### config.mk
export PLATFORM = sky130hd
export DESIGN_NAME = boot_copy_ctr
export DESIGN_NICKNAME = d
export VERILOG_FILES = /design/src/rtl/boot_copy_pkg.sv /design/src/rtl/boot_copy_csum.sv /design/src/rtl/boot_copy_ctr.sv
export SDC_FILE = /design/constraint.sdc
export NUM_CORES = 1
export LEC_CHECK = 0
export BUFFER_PORTS_ARGS = -buffer_cell sky130_fd_sc_hd__buf_2
export CELL_PAD_IN_SITES_DETAIL_PLACEMENT = 0
export CELL_PAD_IN_SITES_GLOBAL_PLACEMENT = 1
export CORE_MARGIN = 1.5
export CORE_UTILIZATION = 39
export CTS_CLUSTER_SIZE = 30
export DETAILED_ROUTE_END_ITERATION = 16
export PLACE_DENSITY_LB_ADDON = 0.1
export REMOVE_ABC_BUFFERS = 1
export SLEW_MARGIN = 20
export SYNTH_ARGS = -nofsm -noshare
export SYNTH_HDL_FRONTEND = slang
export SYNTH_SLANG_ARGS = --single-unit
### constraint.sdc
create_clock -name clk_i -period 4.5 [get_ports clk_i]
set_clock_uncertainty 0.05 [all_clocks]
set_input_delay 0.45 -clock clk_i [delete_from_list [all_inputs] [get_ports clk_i]]
set_output_delay 0.45 -clock clk_i [all_outputs]
set_load 0.02 [all_outputs]
### src/rtl/boot_copy_pkg.sv
// Shared definitions for the boot copy controller: FSM encoding and the
// boot-control word written at the end of the copy.
package boot_copy_pkg;

    typedef enum logic [2:0] {
        ST_IDLE,
        ST_RD_REQ,
        ST_RD_WAIT,
        ST_WR_REQ,
        ST_CTRL_WR,
        ST_DONE
    } state_t;

    localparam int BOOT_BIT    = 0;
    localparam int CPU_RST_BIT = 1;

    // boot = 0 (leave boot mode), cpu_reset = 1 (fire the CPU reset pulse)
    localparam logic [1:0] CTRL_WORD = 2'((1 << CPU_RST_BIT) | (0 << BOOT_BIT));

endpackage

### src/rtl/boot_copy_csum.sv
// Wrapping sum of every word read from the boot image. Cleared when a new copy
// starts; only instantiated when BOOT_COPY_CSUM_EN is defined.
module boot_copy_csum
    import boot_copy_pkg::*;
#(
    parameter int DATA_W = 32
) (
    input  logic              clk_i,
    input  logic              cke_i,
    input  logic              arst_i,
    input  logic              clr_i,
    input  logic              en_i,
    input  logic [DATA_W-1:0] data_i,
    output logic [DATA_W-1:0] sum_o
);

    logic [DATA_W-1:0] sum_q;

    // Accumulator: clear has priority over add; cke_i freezes the sum
    always_ff @(posedge clk_i or posedge arst_i) begin
        if (arst_i) begin
            sum_q <= '0;
        end else if (cke_i) begin
            if (clr_i) begin
                sum_q <= '0;
            end else if (en_i) begin
                sum_q <= sum_q + data_i;
            end
        end
    end

    assign sum_o = sum_q;

endmodule

### src/rtl/boot_copy_ctr.sv
// IOb-bus initiator that copies the boot image word by word, then writes the
// boot-control register to leave boot mode and release the CPU.
// Optional build macro: BOOT_COPY_CSUM_EN enables image checksum verification;
// on mismatch the control write is skipped and err_o is set.
//
// state      | meaning
// -----------+-----------------------------------------------------------
// ST_IDLE    | waiting for start_i; src/dst/len latched on start
// ST_RD_REQ  | read request to src pointer, held until accepted
// ST_RD_WAIT | single outstanding read; capture rdata on rvalid
// ST_WR_REQ  | write of captured word to dst pointer, held until accepted
// ST_CTRL_WR | write CTRL_WORD to the boot-control register
// ST_DONE    | one-cycle done pulse, back to idle
module boot_copy_ctr
    import boot_copy_pkg::*;
#(
    parameter int              ADDR_W        = 32,
    parameter int              DATA_W        = 32,
    parameter int              STRB_W        = DATA_W / 8,
    parameter int              LEN_W         = 16,
    parameter logic [ADDR_W-1:0] BOOT_CTR_ADDR = '0
) (
    input  logic              clk_i,
    input  logic              cke_i,
    input  logic              arst_i,
    input  logic              start_i,
    input  logic [ADDR_W-1:0] src_addr_i,
    input  logic [ADDR_W-1:0] dst_addr_i,
    input  logic [LEN_W-1:0]  len_i,
    input  logic [DATA_W-1:0] csum_i,
    output logic              busy_o,
    output logic              done_o,
    output logic              err_o,
    output logic              iob_avalid_o,
    output logic [ADDR_W-1:0] iob_addr_o,
    output logic [DATA_W-1:0] iob_wdata_o,
    output logic [STRB_W-1:0] iob_wstrb_o,
    input  logic              iob_rvalid_i,
    input  logic [DATA_W-1:0] iob_rdata_i,
    input  logic              iob_ready_i
);

    state_t            state_q, state_d;
    logic [ADDR_W-1:0] src_q, src_d;
    logic [ADDR_W-1:0] dst_q, dst_d;
    logic [LEN_W-1:0]  len_q, len_d;
    logic [LEN_W-1:0]  cnt_q, cnt_d;
    logic [DATA_W-1:0] data_q, data_d;
    logic              err_q, err_d;
    logic              sum_clr, sum_en;
    logic              csum_ok;

`ifdef BOOT_COPY_CSUM_EN
    logic [DATA_W-1:0] csum_sum;

    boot_copy_csum #(
        .DATA_W (DATA_W)
    ) u_csum (
        .clk_i  (clk_i),
        .cke_i  (cke_i),
        .arst_i (arst_i),
        .clr_i  (sum_clr),
        .en_i   (sum_en),
        .data_i (iob_rdata_i),
        .sum_o  (csum_sum)
    );

    // With len==0 the check happens on the start cycle, before the clear lands
    assign csum_ok = (((state_q == ST_IDLE) ? '0 : csum_sum) == csum_i);
`else
    logic unused_csum;
    assign unused_csum = ^{csum_i, sum_clr, sum_en};
    assign csum_ok     = 1'b1;
`endif

    // State and datapath registers; cke_i low holds everything
    always_ff @(posedge clk_i or posedge arst_i) begin
        if (arst_i) begin
            state_q <= ST_IDLE;
            src_q   <= '0;
            dst_q   <= '0;
            len_q   <= '0;
            cnt_q   <= '0;
            data_q  <= '0;
            err_q   <= 1'b0;
        end else if (cke_i) begin
            state_q <= state_d;
            src_q   <= src_d;
            dst_q   <= dst_d;
            len_q   <= len_d;
            cnt_q   <= cnt_d;
            data_q  <= data_d;
            err_q   <= err_d;
        end
    end

    // Next-state, datapath updates and bus outputs
    always_comb begin
        state_d      = state_q;
        src_d        = src_q;
        dst_d        = dst_q;
        len_d        = len_q;
        cnt_d        = cnt_q;
        data_d       = data_q;
        err_d        = err_q;
        sum_clr      = 1'b0;
        sum_en       = 1'b0;
        busy_o       = 1'b1;
        done_o       = 1'b0;
        iob_avalid_o = 1'b0;
        iob_addr_o   = '0;
        iob_wdata_o  = '0;
        iob_wstrb_o  = '0;

        case (state_q)
            ST_IDLE: begin
                busy_o = 1'b0;
                if (start_i) begin
                    src_d   = src_addr_i;
                    dst_d   = dst_addr_i;
                    len_d   = len_i;
                    cnt_d   = '0;
                    err_d   = 1'b0;
                    sum_clr = 1'b1;
                    if (len_i != '0) begin
                        state_d = ST_RD_REQ;
                    end else if (csum_ok) begin
                        state_d = ST_CTRL_WR;
                    end else begin
                        err_d   = 1'b1;
                        state_d = ST_DONE;
                    end
                end
            end
            ST_RD_REQ: begin
                iob_avalid_o = 1'b1;
                iob_addr_o   = src_q;
                if (iob_ready_i) begin
                    state_d = ST_RD_WAIT;
                end
            end
            ST_RD_WAIT: begin
                if (iob_rvalid_i) begin
                    data_d  = iob_rdata_i;
                    sum_en  = 1'b1;
                    state_d = ST_WR_REQ;
                end
            end
            ST_WR_REQ: begin
                iob_avalid_o = 1'b1;
                iob_addr_o   = dst_q;
                iob_wdata_o  = data_q;
                iob_wstrb_o  = '1;
                if (iob_ready_i) begin
                    src_d = src_q + ADDR_W'(STRB_W);
                    dst_d = dst_q + ADDR_W'(STRB_W);
                    cnt_d = cnt_q + LEN_W'(1);
                    if ((cnt_q + LEN_W'(1)) < len_q) begin
                        state_d = ST_RD_REQ;
                    end else if (csum_ok) begin
                        state_d = ST_CTRL_WR;
                    end else begin
                        err_d   = 1'b1;
                        state_d = ST_DONE;
                    end
                end
            end
            ST_CTRL_WR: begin
                iob_avalid_o = 1'b1;
                iob_addr_o   = BOOT_CTR_ADDR;
                iob_wdata_o  = DATA_W'(CTRL_WORD);
                iob_wstrb_o  = '1;
                if (iob_ready_i) begin
                    state_d = ST_DONE;
                end
            end
            ST_DONE: begin
                busy_o  = 1'b0;
                done_o  = 1'b1;
                state_d = ST_IDLE;
            end
            default: begin
                state_d = ST_IDLE;
            end
        endcase
    end

    assign err_o = err_q;

endmodule

==> results.yml <==
clock_tree:
  clk_pin_slew_ns: 0.07
  numClockSinks: 131
  cts_root_buffer: "clkbuf_16"
  ctsHoldBuffers: 0
  cts_buffer_depth: 2
  ctsResizeCount: 0
  cts_tree: "done"
  numCtsBuffers: 17
  clkLatencyLatePin_ns: 0.42
  htreeDepth: 4
  cts_setup_buffers: 0
placement:
  dp_hpwl_um: 15800
  place_congestion: 0.767
  pre_cts_ws_ns: 1.45
  portBuffers: 188
worst_setup_path:
  rrSetupSlack_ns: 1.46
  crit_chain: "nand2_1, nor2_4, buf_12, nand2_1, o21ai_0, buf_2"
  worstPathMaxFanout: 165
  worstPathArrival_ns: 2.54
  crit_slowest_cell: "dfrtp_1"
  critPathCapture: "iob_addr_o[22]"
  path_class: "reg2out"
  startpoint_type: "flip-flop"
  slowest_delay_ns: 0.54
  reg2reg_from: "cnt_q[2]$_DFFE_PP0P_"
  r2r-end: "state_q[0]$_DFFE_PP0P_"
  crit_required_ns: 4.00
  crit_top_cell: "nand2_1"
  cp-end-kind: "output pin"
  reg2regPathDepth: 10
  critPathLaunch: "state_q[1]$_DFFE_PP0P_"
floorplan:
  pin_count: 222
  die_h_um: 145
  core.rowCount: 51
  die-width_um: 145
  coreArea_um2: 19700
  start_util_pct: 40.1
  dieArea_um2: 21100
cells_and_area:
  finalCoreUtilization_pct: 48.7
  seq_area_um2: 3280
  fillers: 2007
  nNetsFinal: 1221
  syn_to_final_growth_pct: 21.6
  multiInputGateArea_um2: 4210
  final_layout_size_suffix_gt1_share_pct: 26.5
timing:
  max_slew.worst_pin.slew_ns: 1.07
  min_period_ns: 3.04
  max_freq_ghz: 0.329
  finalHoldViolations: 0
  fin_crit_sh_pct: 67.6
  rsz0062_at_grt: "no"
  setup_slack_ns: 1.46
  setup_viol: 0
  fin_tns_setup_ns: 0
  final_max_slew_viol_count: 0
  relSlewSlack_pct: 28.7
status:
  status: "finished clean"
synthesis:
  synth_ff_type: "dfrtp_1"
  yosys.area_share.simple_pct: 20.9
  synth_adder_area_share_pct: 2.86
  ys_seq_elements: 131
  synth_top_family_by_area: "compound AO/OA/AOI/OAI gates"
  ys_warn_count: 0
  netlist_instances: 906
  synth_compound_area_share_pct: 22.0
  synthXorXnorAreaFrac_pct: 1.56
  synthMuxAreaShare_pct: 5.62
  yosysSeqAreaShare_pct: 41.6
  synth_edf_count: 0
  avgSynthCellArea_um2: 8.70
  postSynth.asyncResetShare_pct: 100
  synthesis.area_um2: 7880
  synth.distinct_cells: 64
min_path:
  hold_path.class: "in2async"
flow_run:
  max_cap_viol_count: 0
drt:
  wl_um: 23000
  drc: 0
  wl_per_cell_um: 17.2
  first_iter_violations: 511
  post_drt_via_cell_ratio: 5.42
  ant_nets: 0
  firstDrtPassIters: 5
  num_vias: 7224
global_route:
  antenna_found_initial: 4
  grt_max_degree: 166
  grt_pass1_vias: 6917
  grt_pass1_wl_um: 37000
  grt-ovfl-total: 0
  grtUsageTotal_pct: 21.9
pwr:
  leakage_nw: 4.32
  vdd_drop_max_v: 0.000338
  pwr_density_cell_nw_per_um2: 654
  p_total_mw: 6.26
cell usage after synthesis, types with 6 or more instances:
library cell / number / share of area [%]
nor2_1: 48 / 2.3
ha_1: 18 / 2.9
nand3_1: 45 / 2.9
a31oi_1: 13 / 1.0
inv_1: 29 / 1.4
and3_1: 10 / 0.79
dfrtp_1: 131 / 42
xnor2_1: 10 / 1.1
o31ai_1: 6 / 0.57
o22ai_1: 22 / 1.7
mux2_2: 34 / 4.9
buf_2: 11 / 0.70
and4_1: 8 / 0.89
and2_1: 33 / 2.6
nand4_1: 20 / 1.6
o21ai_0: 77 / 4.9
nand2_1: 116 / 5.5
a21oi_1: 81 / 5.1
o22a_1: 8 / 0.89
a22o_1: 27 / 3.0
clkbuf_1: 43 / 2.0
buf_4: 11 / 1.0
nor4_1: 10 / 0.79
nor3_1: 11 / 0.70
mux2i_1: 6 / 0.76
worst min-delay path by stage:
stage                                    start                      to  slack [ns]  cells after the start
final                                   arst_i  data_q[13]$_DFFE_PP0P_        0.11                      2
after floorplan           len_q[0]$_DFFE_PP0P_    len_q[0]$_DFFE_PP0P_        0.40                      2
after detailed placement  src_q[0]$_DFFE_PP0P_    src_q[0]$_DFFE_PP0P_        0.41                      2
after CTS                        src_addr_i[0]    src_q[0]$_DFFE_PP0P_        0.15                      3
after global routing                    arst_i   data_q[0]$_DFFE_PP0P_        0.16                      2
after global placement    src_q[0]$_DFFE_PP0P_    src_q[0]$_DFFE_PP0P_        0.41                      2
sequential cells by signal, summed over array words and instances, names as in the netlist:
name / flops
dst_q: 32
len_q: 16
data_q: 32
cnt_q: 16
state_q: 3
src_q: 32
critical path: cells and delay by family, from the launching register on:
family / cells / cell delay, ns
buf+inv: 2 / 0.70
flops: 1 / 0.54
simple gates: 3 / 0.62
compound gates: 1 / 0.17
area by class of cell:
class / instances / area share, %
sequential: 131 / 34.2
tap: 265 / 3.46
inverter: 29 / 1.19
timing repair buffer: 198 / 10.9
clock inverter: 15 / 1.80
multi-input combinational: 676 / 43.9
antenna: 3 / 0.0784
clock buffer: 17 / 4.44
layer usage:
layer  wire [µm]  track usage (%)  part of all wire, %
met4         369             7.14                  1.6
met3        1150             4.31                  5.0
met1       10600             29.4                   46
met2       10900             35.6                   47
met5          10                0                0.044
cell families after synthesis:
logic type / count (synthesis)
xor gates and xnor gates: 14
and+or+nand+nor: 326
DFF: 131
AOI/OAI and AO/OA: 277
buffers and inverters: 99
adders and majority gates: 18
muxes: 40
other: 1
where the power goes:
| group | internal, mW | switching [mW] | total [mW] |
|---|---|---|---|
| clock network | 0.832 | 0.589 | 1.42 |
| logic | 1.04 | 1.61 | 2.65 |
| registers | 1.69 | 0.507 | 2.20 |
| total | 3.56 | 2.70 | 6.26 |
metrics by stage:
stage	cells	cell area, µm²	hold WS [ns]
2_1_floorplan	836	7560	0.396
3_3_place_gp	1299	8970	0.410
3_5_place_dp	1299	8970	0.414
4_1_cts	1331	9570	0.155
5_1_grt	1333	9580	0.164
6_report	1334	9580	0.106
cell usage in the layout (no fill, tap or decap), types with 18 or more instances in the layout:
cell	count
dfrtp_1	131
o22ai_1	21
nand3_1	45
a22o_1	27
mux2_2	34
ha_1	18
a21oi_1	81
o21ai_0	77
nand2_1	116
nor2_1	45
and2_1	33
buf_2	188
nand4_1	20
inv_1	28
(Power assumes the default switching activity.)
